--- src/rtl/tug_pkg.sv ---
// Shared types and helpers for the tug-of-war rope controller.
package tug_pkg;

  typedef enum logic [1:0] {
    READY    = 2'd0,
    WAIT_REL = 2'd1,
    HOLD     = 2'd2,
    WIN      = 2'd3
  } tug_state_t;

  // Centre LED index of an odd-length bar.
  function automatic int centre_pos(input int num_leds);
    return (num_leds - 1) / 2;
  endfunction

endpackage

--- src/rtl/lockout_timer.sv ---
// Post-release lockout counter. The counter is loaded with HOLD_CYCLES-1 on start
// and counts down to zero. done is high while the count is zero, so the owner
// leaves its hold state HOLD_CYCLES edges after start.
module lockout_timer #(
  parameter int HOLD_CYCLES = 4
) (
  input  logic clk,
  input  logic rst,
  input  logic start,
  input  logic abort,
  output logic done
);

  localparam int CW = (HOLD_CYCLES > 1) ? $clog2(HOLD_CYCLES) : 1;
  localparam logic [CW-1:0] LOAD = CW'(HOLD_CYCLES - 1);

  logic [CW-1:0] cnt;

  // Load on start, clear on abort, otherwise count down and stop at zero.
  always_ff @(posedge clk) begin
    if (rst)                cnt <= '0;
    else if (start)         cnt <= LOAD;
    else if (abort)         cnt <= '0;
    else if (cnt != '0)     cnt <= cnt - 1'b1;
  end

  assign done = (cnt == '0);

endmodule

--- src/rtl/tug_rope_controller.sv ---
// Rope controller: consumes latch decisions, steps the rope position, drives the
// one-hot LED bar, and holds the latch in clear until release plus lockout.
module tug_rope_controller
  import tug_pkg::*;
#(
  parameter int NUM_LEDS    = 7,
  parameter int HOLD_CYCLES = 4,
  parameter int POS_W       = $clog2(NUM_LEDS)
) (
  input  logic                clk,
  input  logic                rst,
  input  logic                push,
  input  logic                tie,
  input  logic                right,
  input  logic                pbl,
  input  logic                pbr,
  output logic                clear,
  output logic [NUM_LEDS-1:0] leds,
  output logic [POS_W-1:0]    pos,
  output logic                win,
  output logic                winner_right
);

  localparam logic [POS_W-1:0] CENTRE = POS_W'(centre_pos(NUM_LEDS));
  localparam logic [POS_W-1:0] LAST   = POS_W'(NUM_LEDS - 1);

  tug_state_t       state, state_nx;
  logic [POS_W-1:0] pos_nx;
  logic             tmr_start, tmr_abort, tmr_done;
  logic             any_btn;

  assign any_btn = pbl | pbr;

  lockout_timer #(.HOLD_CYCLES(HOLD_CYCLES)) u_lockout (
    .clk   (clk),
    .rst   (rst),
    .start (tmr_start),
    .abort (tmr_abort),
    .done  (tmr_done)
  );

  // Next state, next position and lockout timer control.
  always_comb begin
    state_nx  = state;
    pos_nx    = pos;
    tmr_start = 1'b0;
    tmr_abort = 1'b0;
    unique case (state)
      READY: begin
        if (push) begin
          // Tie wins over right; a tie leaves the rope where it is.
          if (tie)        pos_nx = pos;
          else if (right) pos_nx = pos + 1'b1;
          else            pos_nx = pos - 1'b1;
          state_nx = (pos_nx == '0 || pos_nx == LAST) ? WIN : WAIT_REL;
        end
      end
      WAIT_REL: begin
        if (!any_btn) begin
          state_nx  = HOLD;
          tmr_start = 1'b1;
        end
      end
      HOLD: begin
        if (any_btn) begin
          state_nx  = WAIT_REL;
          tmr_abort = 1'b1;
        end else if (tmr_done) begin
          state_nx = READY;
        end
      end
      WIN: state_nx = WIN;
      default: state_nx = READY;
    endcase
  end

  // State, position and registered outputs; outputs follow the next state so
  // they line up with the state itself.
  always_ff @(posedge clk) begin
    if (rst) begin
      state        <= READY;
      pos          <= CENTRE;
      clear        <= 1'b0;
      win          <= 1'b0;
      winner_right <= 1'b0;
    end else begin
      state        <= state_nx;
      pos          <= pos_nx;
      clear        <= (state_nx != READY);
      win          <= (state_nx == WIN);
      winner_right <= (state_nx == WIN) && (pos_nx == LAST);
    end
  end

  assign leds = {{(NUM_LEDS-1){1'b0}}, 1'b1} << pos;

endmodule
--- config.mk ---
export PLATFORM = sky130hd
export DESIGN_NAME = tug_rope_controller
export DESIGN_NICKNAME = d
export VERILOG_FILES = /design/src/rtl/tug_pkg.sv /design/src/rtl/lockout_timer.sv /design/src/rtl/tug_rope_controller.sv
export SDC_FILE = /design/constraint.sdc
export NUM_CORES = 1
export LEC_CHECK = 0
export BUFFER_PORTS_ARGS = -buffer_cell sky130_fd_sc_hd__buf_2
export CORE_MARGIN = 3
export CORE_UTILIZATION = 40
export CTS_CLUSTER_DIAMETER = 80
export CTS_CLUSTER_SIZE = 14
export DETAILED_ROUTE_END_ITERATION = 10
export PLACE_DENSITY = 0.6
export SLEW_MARGIN = 20
export SYNTH_ARGS = -nofsm -noshare
export SYNTH_HDL_FRONTEND = slang
export SYNTH_SLANG_ARGS = --single-unit
--- constraint.sdc ---
create_clock -name clk -period 4.59 [get_ports clk]
set_input_delay 0.2295 -clock clk [delete_from_list [all_inputs] [get_ports clk]]
set_output_delay 0.2295 -clock clk [all_outputs]
set_load 0.02 [all_outputs]
==> results of run 1 <==
[flip-flops by register name, summed over array words and instances (netlist names)]
name / cells
win: 1
winner_right: 1
clear: 1
u_lockout.cnt: 2
state: 2
pos: 3
[cells in the mapped netlist]
library cell / n / area share, %
nor2_1: 9 / 5.0
xnor2_1: 5 / 6.5
xor2_2: 1 / 2.4
a31o_1: 1 / 1.3
o31ai_1: 1 / 1.1
a221oi_2: 1 / 2.2
and3b_1: 1 / 1.3
and3_2: 1 / 1.1
nor4b_2: 1 / 2.2
dfxtp_1: 10 / 30
buf_6: 2 / 3.3
xor2_1: 2 / 2.6
o31a_1: 1 / 1.3
a21oi_1: 2 / 1.5
o21a_1: 1 / 1.1
nand3_1: 1 / 0.74
nor3_1: 5 / 3.7
or3b_1: 1 / 1.3
and3_1: 2 / 1.9
nand4b_1: 1 / 1.3
and2_1: 1 / 0.93
o21ai_0: 4 / 3.0
inv_1: 4 / 2.2
nand2_1: 2 / 1.1
nand2b_1: 2 / 1.9
fa_1: 1 / 3.0
a31oi_1: 1 / 0.93
buf_4: 2 / 2.2
o21bai_1: 2 / 2.2
ha_1: 1 / 1.9
mux2i_1: 1 / 1.5
nor4b_4: 1 / 3.5
a211oi_1: 1 / 1.1
a21boi_2: 1 / 1.7
a41o_1: 1 / 1.5
[layout make-up]
class,instances,area share (%)
Inverter,4,1.90
Clock buffer,4,4.60
Timing Repair Buffer,19,12.0
Tap cell,16,2.54
Multi-Input combinational cell,56,53.6
Sequential cell,10,25.4
[worst max-delay path, stage by stage, from the launching register on]
cell and delay [ns]:
dfxtp_1 0.44, inv_1 0.18, fa_1 0.53, xnor2_1 0.16, xnor2_1 0.16, a31o_1 0.23
a21boi_2 0.14
[worst max-delay path by stage]
stage / endpoint / cells past startpoint
after global routing: state[1] / 6
final: winner_right / 6
after global placement: state[1] / 6
after detailed placement: state[1] / 6
after CTS: state[1] / 6
after floorplan: state[1] / 6
[where the power goes]
part | internal, mW | switching (mW)
Combinational | 0.0568 | 0.0664
Sequential | 0.101 | 0.0150
Clock | 0.0483 | 0.0341
Total | 0.206 | 0.115
[stage by stage]
stage	cell area [µm²]	hold slack, ns	instances
3_5_place_dp	753	0.551	105
3_3_place_gp	753	0.554	105
2_1_floorplan	676	0.402	74
4_1_cts	790	0.253	109
5_1_grt	790	0.273	109
6_report	790	0.256	109
[routing by layer]
| layer | vias to the layer above | global-route usage, % |
|---|---|---|
| met5 | - | 0 |
| met4 | 0 | 9.94 |
| met3 | 4 | 3.45 |
| met2 | 19 | 25.2 |
| met1 | 271 | 16.9 |
| li1 | 297 | - |
[logic make-up (layout without fill, tap and decap cells)]
kind of cell,Yosys count,count (layout),share of synthesized area [%]
adder cells (fa/ha/maj),2,2,4.81
buffers and inverters,8,27,7.78
XOR/XNOR,8,8,11.5
AO/OA/AOI/OAI,17,17,18.9
flip-flops,10,10,29.6
AND/OR/NAND/NOR,28,28,25.9
multiplexers,1,1,1.48
==> out/qor.yml, run 1 <==
sta:
  tns_ns: 0
  rsz0062_at_grt: "no"
  finalWorstSetupSlack_ns: 2.64
  tightest_slew_ns: 0.409
  min_period_over_period_pct: 42.5
  timing.slew.headroom_pct: 72.7
  slew_violations: 0
  fmax_mhz: 512
  fin_crit_ns: 1.95
  setup_violations: 0
  clock_skew_ns: 0.00601
  hold_violations: 0
synthesis:
  ys_ff_latch: 10
  syn_nets: 83
  avgSynthCellArea_um2: 9.13
  ys_warn_count: 0
  ys_types: 35
  ys_seq_area_share_pct: 29.6
  postSynthCellCount: 74
  syn_area_um2: 676
grt:
  overflow: 0
  grt_antenna_before_repair: 0
  grt_util_all_layers_pct: 15.1
  grt_start_max_net_pins: 13
  grt_pass1_wl_um: 2290
  grt_pass1_vias: 551
layout:
  fin_nets: 103
  layout_common_cells: "buf_2, dfxtp_1, nor2_1, nor3_1, xnor2_1"
  multi_input_area_um2: 423
  seq_area_um2: 200
  fillers: 166
  final_common_cell: "buf_2"
  drive_gt1_share_pct: 31.2
  area_delta_synth_final_pct: 16.9
  n_antenna_cell: 0
  final_core_util_pct: 51.2
floorplanning:
  rows: 14
  initial_core_util_pct: 43.8
  core_area_mm2: 0.00154
  die_area_mm2: 0.00222
  io_pins: 20
  dieWidth_um: 47.1
  die_h_um: 47.1
placed_design:
  place_ws_ns: 2.63
  io_buffers: 19
  dp_hpwl_um: 1020
  gp_congestion: 0.751
worst_hold_path:
  holdPathStages: 2
  worstHoldEndpoint: "state[1]"
  min_from: "rst"
  hold_class: "input port to register"
setup_path:
  cp.arrival_ns: 2.11
  setup.worst_path.start: "pos[0]"
  path_class: "register to register"
  r2r_end: "winner_right"
  reg2reg_depth: 6
  crit_fanout: 8
  reg2reg_slack_ns: 2.64
  timing.rr.start: "pos[0]"
  required_ns: 4.75
  cp-end-kind: "register"
  startpoint_type: "register"
cts:
  cts-hold-fix-buffers: 0
  cts_max_level: 1
  clk_pin_slew_worst_paths_ns: 0.07
  cts_sinks: 10
  cts_tree: "done"
  postCtsSetupRepairBufs: 0
  ctsResizeCount: 0
  root_buffer: "clkbuf_4"
  insertion_delay_ns: 0.28
  cts_buffers: 3
  cts.path.max_buffers: 2
detailed_routing:
  wire_per_inst_um: 12.4
  via_count: 591
  drt_iter0_markers: 8
  drt-total-wl_um: 1350
  met1Wirelength_um: 617
  routed_via_density: 5.42
  top_layer: "met4"
  ant_nets: 0
  drt_pass1_iterations: 4
  routed-wl-met2_um: 624
  drc_errors: 0
  dr_wl_met3_um: 73
pwr:
  p_total_mw: 0.321
  power.density_mw_per_mm2: 407
  p_leak_nw: 0.370
  peakVddDrop_v: 0.000209
run:
  maxCapViolations: 0
outcome:
  status: "complete, no violations"
Power figures use the tool's default switching activity.
==> inputs of run 2 (changes only) <==
Clock period 4.59 ns to 2 ns, I/O delays scaled along.
==> out/qor.yml, run 2 (synthesis results as in run 1) <==
detailed_routing:
  ant_nets: 0  # unchanged
  drt_pass1_iterations: 3  # was 4
  drt-total-wl_um: 1470  # was 1350 µm
  drt_iter0_markers: 1  # was 8
  drc_errors: 0  # unchanged
  via_count: 589  # was 591
  wire_per_inst_um: 13.3  # was 12.4 µm
  routed_via_density: 5.31  # was 5.42
floorplanning:
  die_area_mm2: 0.00222  # unchanged
  core_area_mm2: 0.00154  # unchanged
  die_h_um: 47.1  # unchanged
  rows: 14  # unchanged
  io_pins: 20  # unchanged
  dieWidth_um: 47.1  # unchanged
  initial_core_util_pct: 43.8  # unchanged
layout:
  regMostFlops: "pos"  # unchanged
  drive_gt1_share_pct: 32.6  # was 31.2%
  final_cells: 111  # was 109
  final_core_util_pct: 51.8  # was 51.2%
  layout_common_cells: "buf_2, dfxtp_1, nor2_1, nor3_1, xnor2_1"  # unchanged
  fillers: 157  # was 166
  n_antenna_cell: 0  # unchanged
  largest_reg_flops: 3  # unchanged
  design_area_um2: 798  # was 790 µm²
  final_common_cell: "buf_2"  # unchanged
  fin_nets: 106  # was 103
  top_regs: "pos (3), state (2), u_lockout.cnt (2)"  # unchanged
  area_delta_synth_final_pct: 18.1  # was 16.9%
cts:
  clk_pin_slew_worst_paths_ns: 0.06  # was 0.07 ns
  cts_buffers: 3  # unchanged
  cts.path.max_buffers: 2  # unchanged
  cts_tree: "done"  # unchanged
  cts_sinks: 10  # unchanged
  postCtsSetupRepairBufs: 0  # unchanged
  insertion_delay_ns: 0.26  # was 0.28 ns
  ctsResizeCount: 0  # unchanged
  cts-hold-fix-buffers: 0  # unchanged
  root_buffer: "clkbuf_4"  # unchanged
  cts_max_level: 1  # unchanged
pwr:
  power.density_mw_per_mm2: 870  # was 407 mW/mm²
  peakVddDrop_v: 0.000692  # was 0.000209 V
  p_leak_nw: 0.377  # was 0.370 nW
run:
  maxCapViolations: 0  # unchanged
grt:
  grt_pass1_wl_um: 2480  # was 2290 µm
  grt_antenna_before_repair: 0  # unchanged
  grt_use_met1_pct: 21.0  # was 16.9%
  busiest_layer: "met2"  # unchanged
  grt_use_met2_pct: 25.5  # was 25.2%
  grt_start_max_net_pins: 13  # unchanged
  use_met3_pct: 4.98  # was 3.45%
  overflow: 0  # unchanged
  grt_pass1_vias: 543  # was 551
  grt_util_all_layers_pct: 16.1  # was 15.1%
placed_design:
  place_ws_ns: 0.289  # was 2.63 ns
  gp_congestion: 0.744  # was 0.751
  postPlaceCellArea_um2: 776  # was 753 µm²
  io_buffers: 19  # unchanged
  dp.cells: 108  # was 105
  dp_hpwl_um: 1140  # was 1020 µm
setup_path:
  crit_fanout: 5  # was 8
  startpoint_type: "register"  # unchanged
  cp.arrival_ns: 1.85  # was 2.11 ns
  cp-end-kind: "register"  # unchanged
  path_cells: "inv_1, fa_1, xnor2_1, xnor2_1, a211oi_1, a221oi_2"  # was inv_1, fa_1, xnor2_1, xnor2_1, a31o_1, a21boi_2
  path_class: "register to register"  # unchanged
  required_ns: 2.14  # was 4.75 ns
  critPathTopFamily: "adder cells"  # unchanged
  cpMaxStageDelayCell: "fa_1"  # unchanged
  crit_path_max_incr_delay_ns: 0.48  # was 0.53 ns
  crit_buf_inv: 1  # unchanged
  path_common_cell: "xnor2_1"  # unchanged
sta:
  fin_crit_ns: 1.72  # was 1.95 ns
  hold_violations: 0  # unchanged
  rsz0062_at_grt: "no"  # unchanged
  clock_skew_ns: 0.00153  # was 0.00601 ns
  fmax_mhz: 582  # was 512 MHz
  finalWorstSetupSlack_ns: 0.282  # was 2.64 ns
  setup_violations: 0  # unchanged
  tightest_slew_ns: 0.437  # was 0.409 ns
  slew_violations: 0  # unchanged
  tns_ns: 0  # unchanged
  timing.slew.headroom_pct: 70.8  # was 72.7%
  min_period_over_period_pct: 85.9  # was 42.5%
worst_hold_path:
  hold_class: "input port to register"  # unchanged
outcome:
  status: "complete, no violations"  # unchanged
[run 2: final cells by class]
class | count | area, µm² | area share (%)
multi-input cells | 56 | 423 | 53.0
well taps | 16 | 20.0 | 2.51
flip-flops and latches | 10 | 200 | 25.1
clock buffers | 3 | 22.5 | 2.82
repair buffers | 22 | 118 | 14.7
inverters | 4 | 15.0 | 1.88
[run 2: worst paths after layout]
check | start | endpoint | slack [ns] | cells after the start
hold / removal | rst | state[1] | 0.15 | 2
setup reg to reg | pos[1] | state[1] | 0.28 | 6
hold reg to reg | u_lockout.cnt[1] | u_lockout.cnt[1] | 0.61 | 4
setup / recovery | pos[1] | state[1] | 0.28 | 6
[run 2: layer usage]
metal | part of all wire, % | vias to the layer above
met2 | 48 | 13
met1 | 46 | 268
met4 | 0.68 | 0
met5 | 0 | -
met3 | 5.0 | 2
li1 | - | 306
[run 2: report_power, final]
part	leakage (nW)	internal [mW]	switching, mW
combinational	0.281	0.138	0.158
sequential	0.0824	0.232	0.0323
clock	0.0138	0.0694	0.0651
total	0.377	0.439	0.256
[run 2: through the flow]
| stage | power [mW] | hold WS, ns |
|---|---|---|
| detailed placement | 0.565 | 0.422 |
| global route | 0.763 | 0.161 |
| finish | 0.694 | 0.148 |
| floorplan | 0.505 | 0.272 |
| global placement | 0.558 | 0.414 |
| CTS | 0.705 | 0.140 |
==> inputs of run 3 (changes only) <==
Settings changed: GPL_TIMING_DRIVEN set to 0.
Clock period 2 ns to 2.2 ns, I/O delays scaled along.
==> out/qor.yml, run 3 (synthesis results as in run 1) <==
pwr:
  netSwitchingFraction_pct: 35.2  # was 36.8%
  p_leak_nw: 0.389  # was 0.377 nW
  seqPwrFrac_pct: 33.6  # was 38.0%
  pwr-share-comb_pct: 41.6  # was 42.6%
  power_switching_mw: 0.239  # was 0.256 mW
  internal_power_mw: 0.439  # about the same
  clkPwrFrac_pct: 24.8  # was 19.4%
  peakVddDrop_v: 0.000434  # was 0.000692 V
  power.density_mw_per_mm2: 825  # was 870 mW/mm²
  p_total_mw: 0.678  # was 0.694 mW
layout:
  drive_gt1_share_pct: 33.3  # was 32.6%
  top_regs: "pos (3), state (2), u_lockout.cnt (2)"  # unchanged
  final_core_util_pct: 53.3  # was 51.8%
  fin_nets: 106  # unchanged
  area_delta_synth_final_pct: 21.7  # was 18.1%
  n_antenna_cell: 0  # unchanged
  design_area_um2: 822  # was 798 µm²
  layout_common_cells: "buf_2, dfxtp_1, nor2_1, nor3_1, xnor2_1"  # unchanged
  largest_reg_flops: 3  # unchanged
  regMostFlops: "pos"  # unchanged
  final_common_cell: "buf_2"  # unchanged
cts:
  cts_max_level: 1  # unchanged
  root_buffer: "clkbuf_4"  # unchanged
  cts_sinks: 10  # unchanged
  cts-hold-fix-buffers: 0  # unchanged
  cts_buffers: 3  # unchanged
  cts.path.max_buffers: 2  # unchanged
  insertion_delay_ns: 0.27  # was 0.26 ns
  clk_pin_slew_worst_paths_ns: 0.07  # was 0.06 ns
  ctsResizeCount: 0  # unchanged
  postCtsSetupRepairBufs: 0  # unchanged
  cts_tree: "done"  # unchanged
placed_design:
  dp_hpwl_um: 1020  # was 1140 µm
  io_buffers: 18  # was 19
  postPlaceCellArea_um2: 786  # was 776 µm²
  gp_congestion: 0.753  # was 0.744
grt:
  grt_pass1_vias: 536  # was 543
  grt_pass1_wl_um: 2240  # was 2480 µm
  grt_start_max_net_pins: 11  # was 13
  overflow: 0  # unchanged
  grt_util_all_layers_pct: 15.0  # was 16.1%
  grt_antenna_before_repair: 0  # unchanged
sta:
  hold_ws_ns: 0.0855  # was 0.148 ns
  setup_violations: 0  # unchanged
  fmax_mhz: 501  # was 582 MHz
  clock_skew_ns: 0.00132  # was 0.00153 ns
  slew_violations: 0  # unchanged
  timing.slew.headroom_pct: 77.6  # was 70.8%
  tightest_slew_ns: 0.335  # was 0.437 ns
  hold_violations: 0  # unchanged
  tns_ns: 0  # unchanged
  fin_crit_ns: 2.00  # was 1.72 ns
  min_period_over_period_pct: 90.7  # was 85.9%
  rsz0062_at_grt: "no"  # unchanged
setup_path:
  path_class: "register to register"  # unchanged
  required_ns: 2.35  # was 2.14 ns
  startpoint_type: "register"  # unchanged
  crit_fanout: 8  # was 5
  cp-end-kind: "register"  # unchanged
  cp.arrival_ns: 2.15  # was 1.85 ns
floorplanning:
  core_area_mm2: 0.00154  # unchanged
  dieWidth_um: 47.1  # unchanged
  rows: 14  # unchanged
  die_h_um: 47.1  # unchanged
  io_pins: 20  # unchanged
  initial_core_util_pct: 43.8  # unchanged
  die_area_mm2: 0.00222  # unchanged
detailed_routing:
  drt_iter0_markers: 2  # was 1
  ant_nets: 0  # unchanged
  drt-total-wl_um: 1370  # was 1470 µm
  routed_via_density: 5.40  # was 5.31
  drc_errors: 0  # unchanged
  drt_pass1_iterations: 4  # was 3
  wire_per_inst_um: 12.3  # was 13.3 µm
  via_count: 605  # was 589
run:
  maxCapViolations: 0  # unchanged
outcome:
  status: "complete, no violations"  # unchanged
worst_hold_path:
  hold_class: "input port to register"  # unchanged
[run 3: changes by cell type in the layout (fill, tap and decap cells not counted), sizes merged]
cell    before  now
clkbuf       3    4
[run 3: per-layer routing]
layer,vias to the layer above,global-route usage [%],wire length (µm)
li1,306,-,-
met1,277,17.1,629
met2,16,24.7,641
met3,6,3.45,61
met4,0,9.94,40
met5,-,0,0
[run 3: critical path, stage by stage (launching register included)]
cell	delay (ns)
dfxtp_1	0.45
inv_1	0.19
fa_1	0.53
xnor2_1	0.21
xnor2_1	0.12
a211oi_1	0.29
a221oi_2	0.08
[run 3: final timing paths]
| check | slack [ns] | to | startpoint | cells after the start |
|---|---|---|---|---|
| worst max-delay path | 0.20 | state[1] | pos[0] | 6 |
| worst min-delay path | 0.09 | state[1] | rst | 2 |
| worst max register to register | 0.20 | state[1] | pos[0] | 6 |
| worst min register to register | 0.61 | u_lockout.cnt[0] | u_lockout.cnt[0] | 3 |
[run 3: layout make-up]
type / count / area, µm²
buffer: 4 / 37.5
clock buffer: 4 / 36.3
fill: 168 / 719
inverter: 4 / 15.0
multi-input combinational: 56 / 423
sequential: 10 / 200
tap: 16 / 20.0
timing repair buffer: 18 / 90.1
[run 3: power by group through the flow]
| stage | sequential (mW) | clock (mW) | combinational (mW) |
|---|---|---|---|
| 2_1_floorplan | 0.241 | 0 | 0.218 |
| 3_3_place_gp | 0.232 | 0 | 0.280 |
| 3_5_place_dp | 0.233 | 0 | 0.283 |
| 4_1_cts | 0.228 | 0.174 | 0.287 |
| 5_1_grt | 0.231 | 0.181 | 0.325 |
| 6_report | 0.228 | 0.168 | 0.282 |
[run 3: per-stage QoR]
step                setup slack (ns)  instances
finish                         0.204        112
global route                  0.0856        112
CTS                            0.195        112
detailed placement             0.216        108
global placement               0.231        108
floorplan                      0.226         74
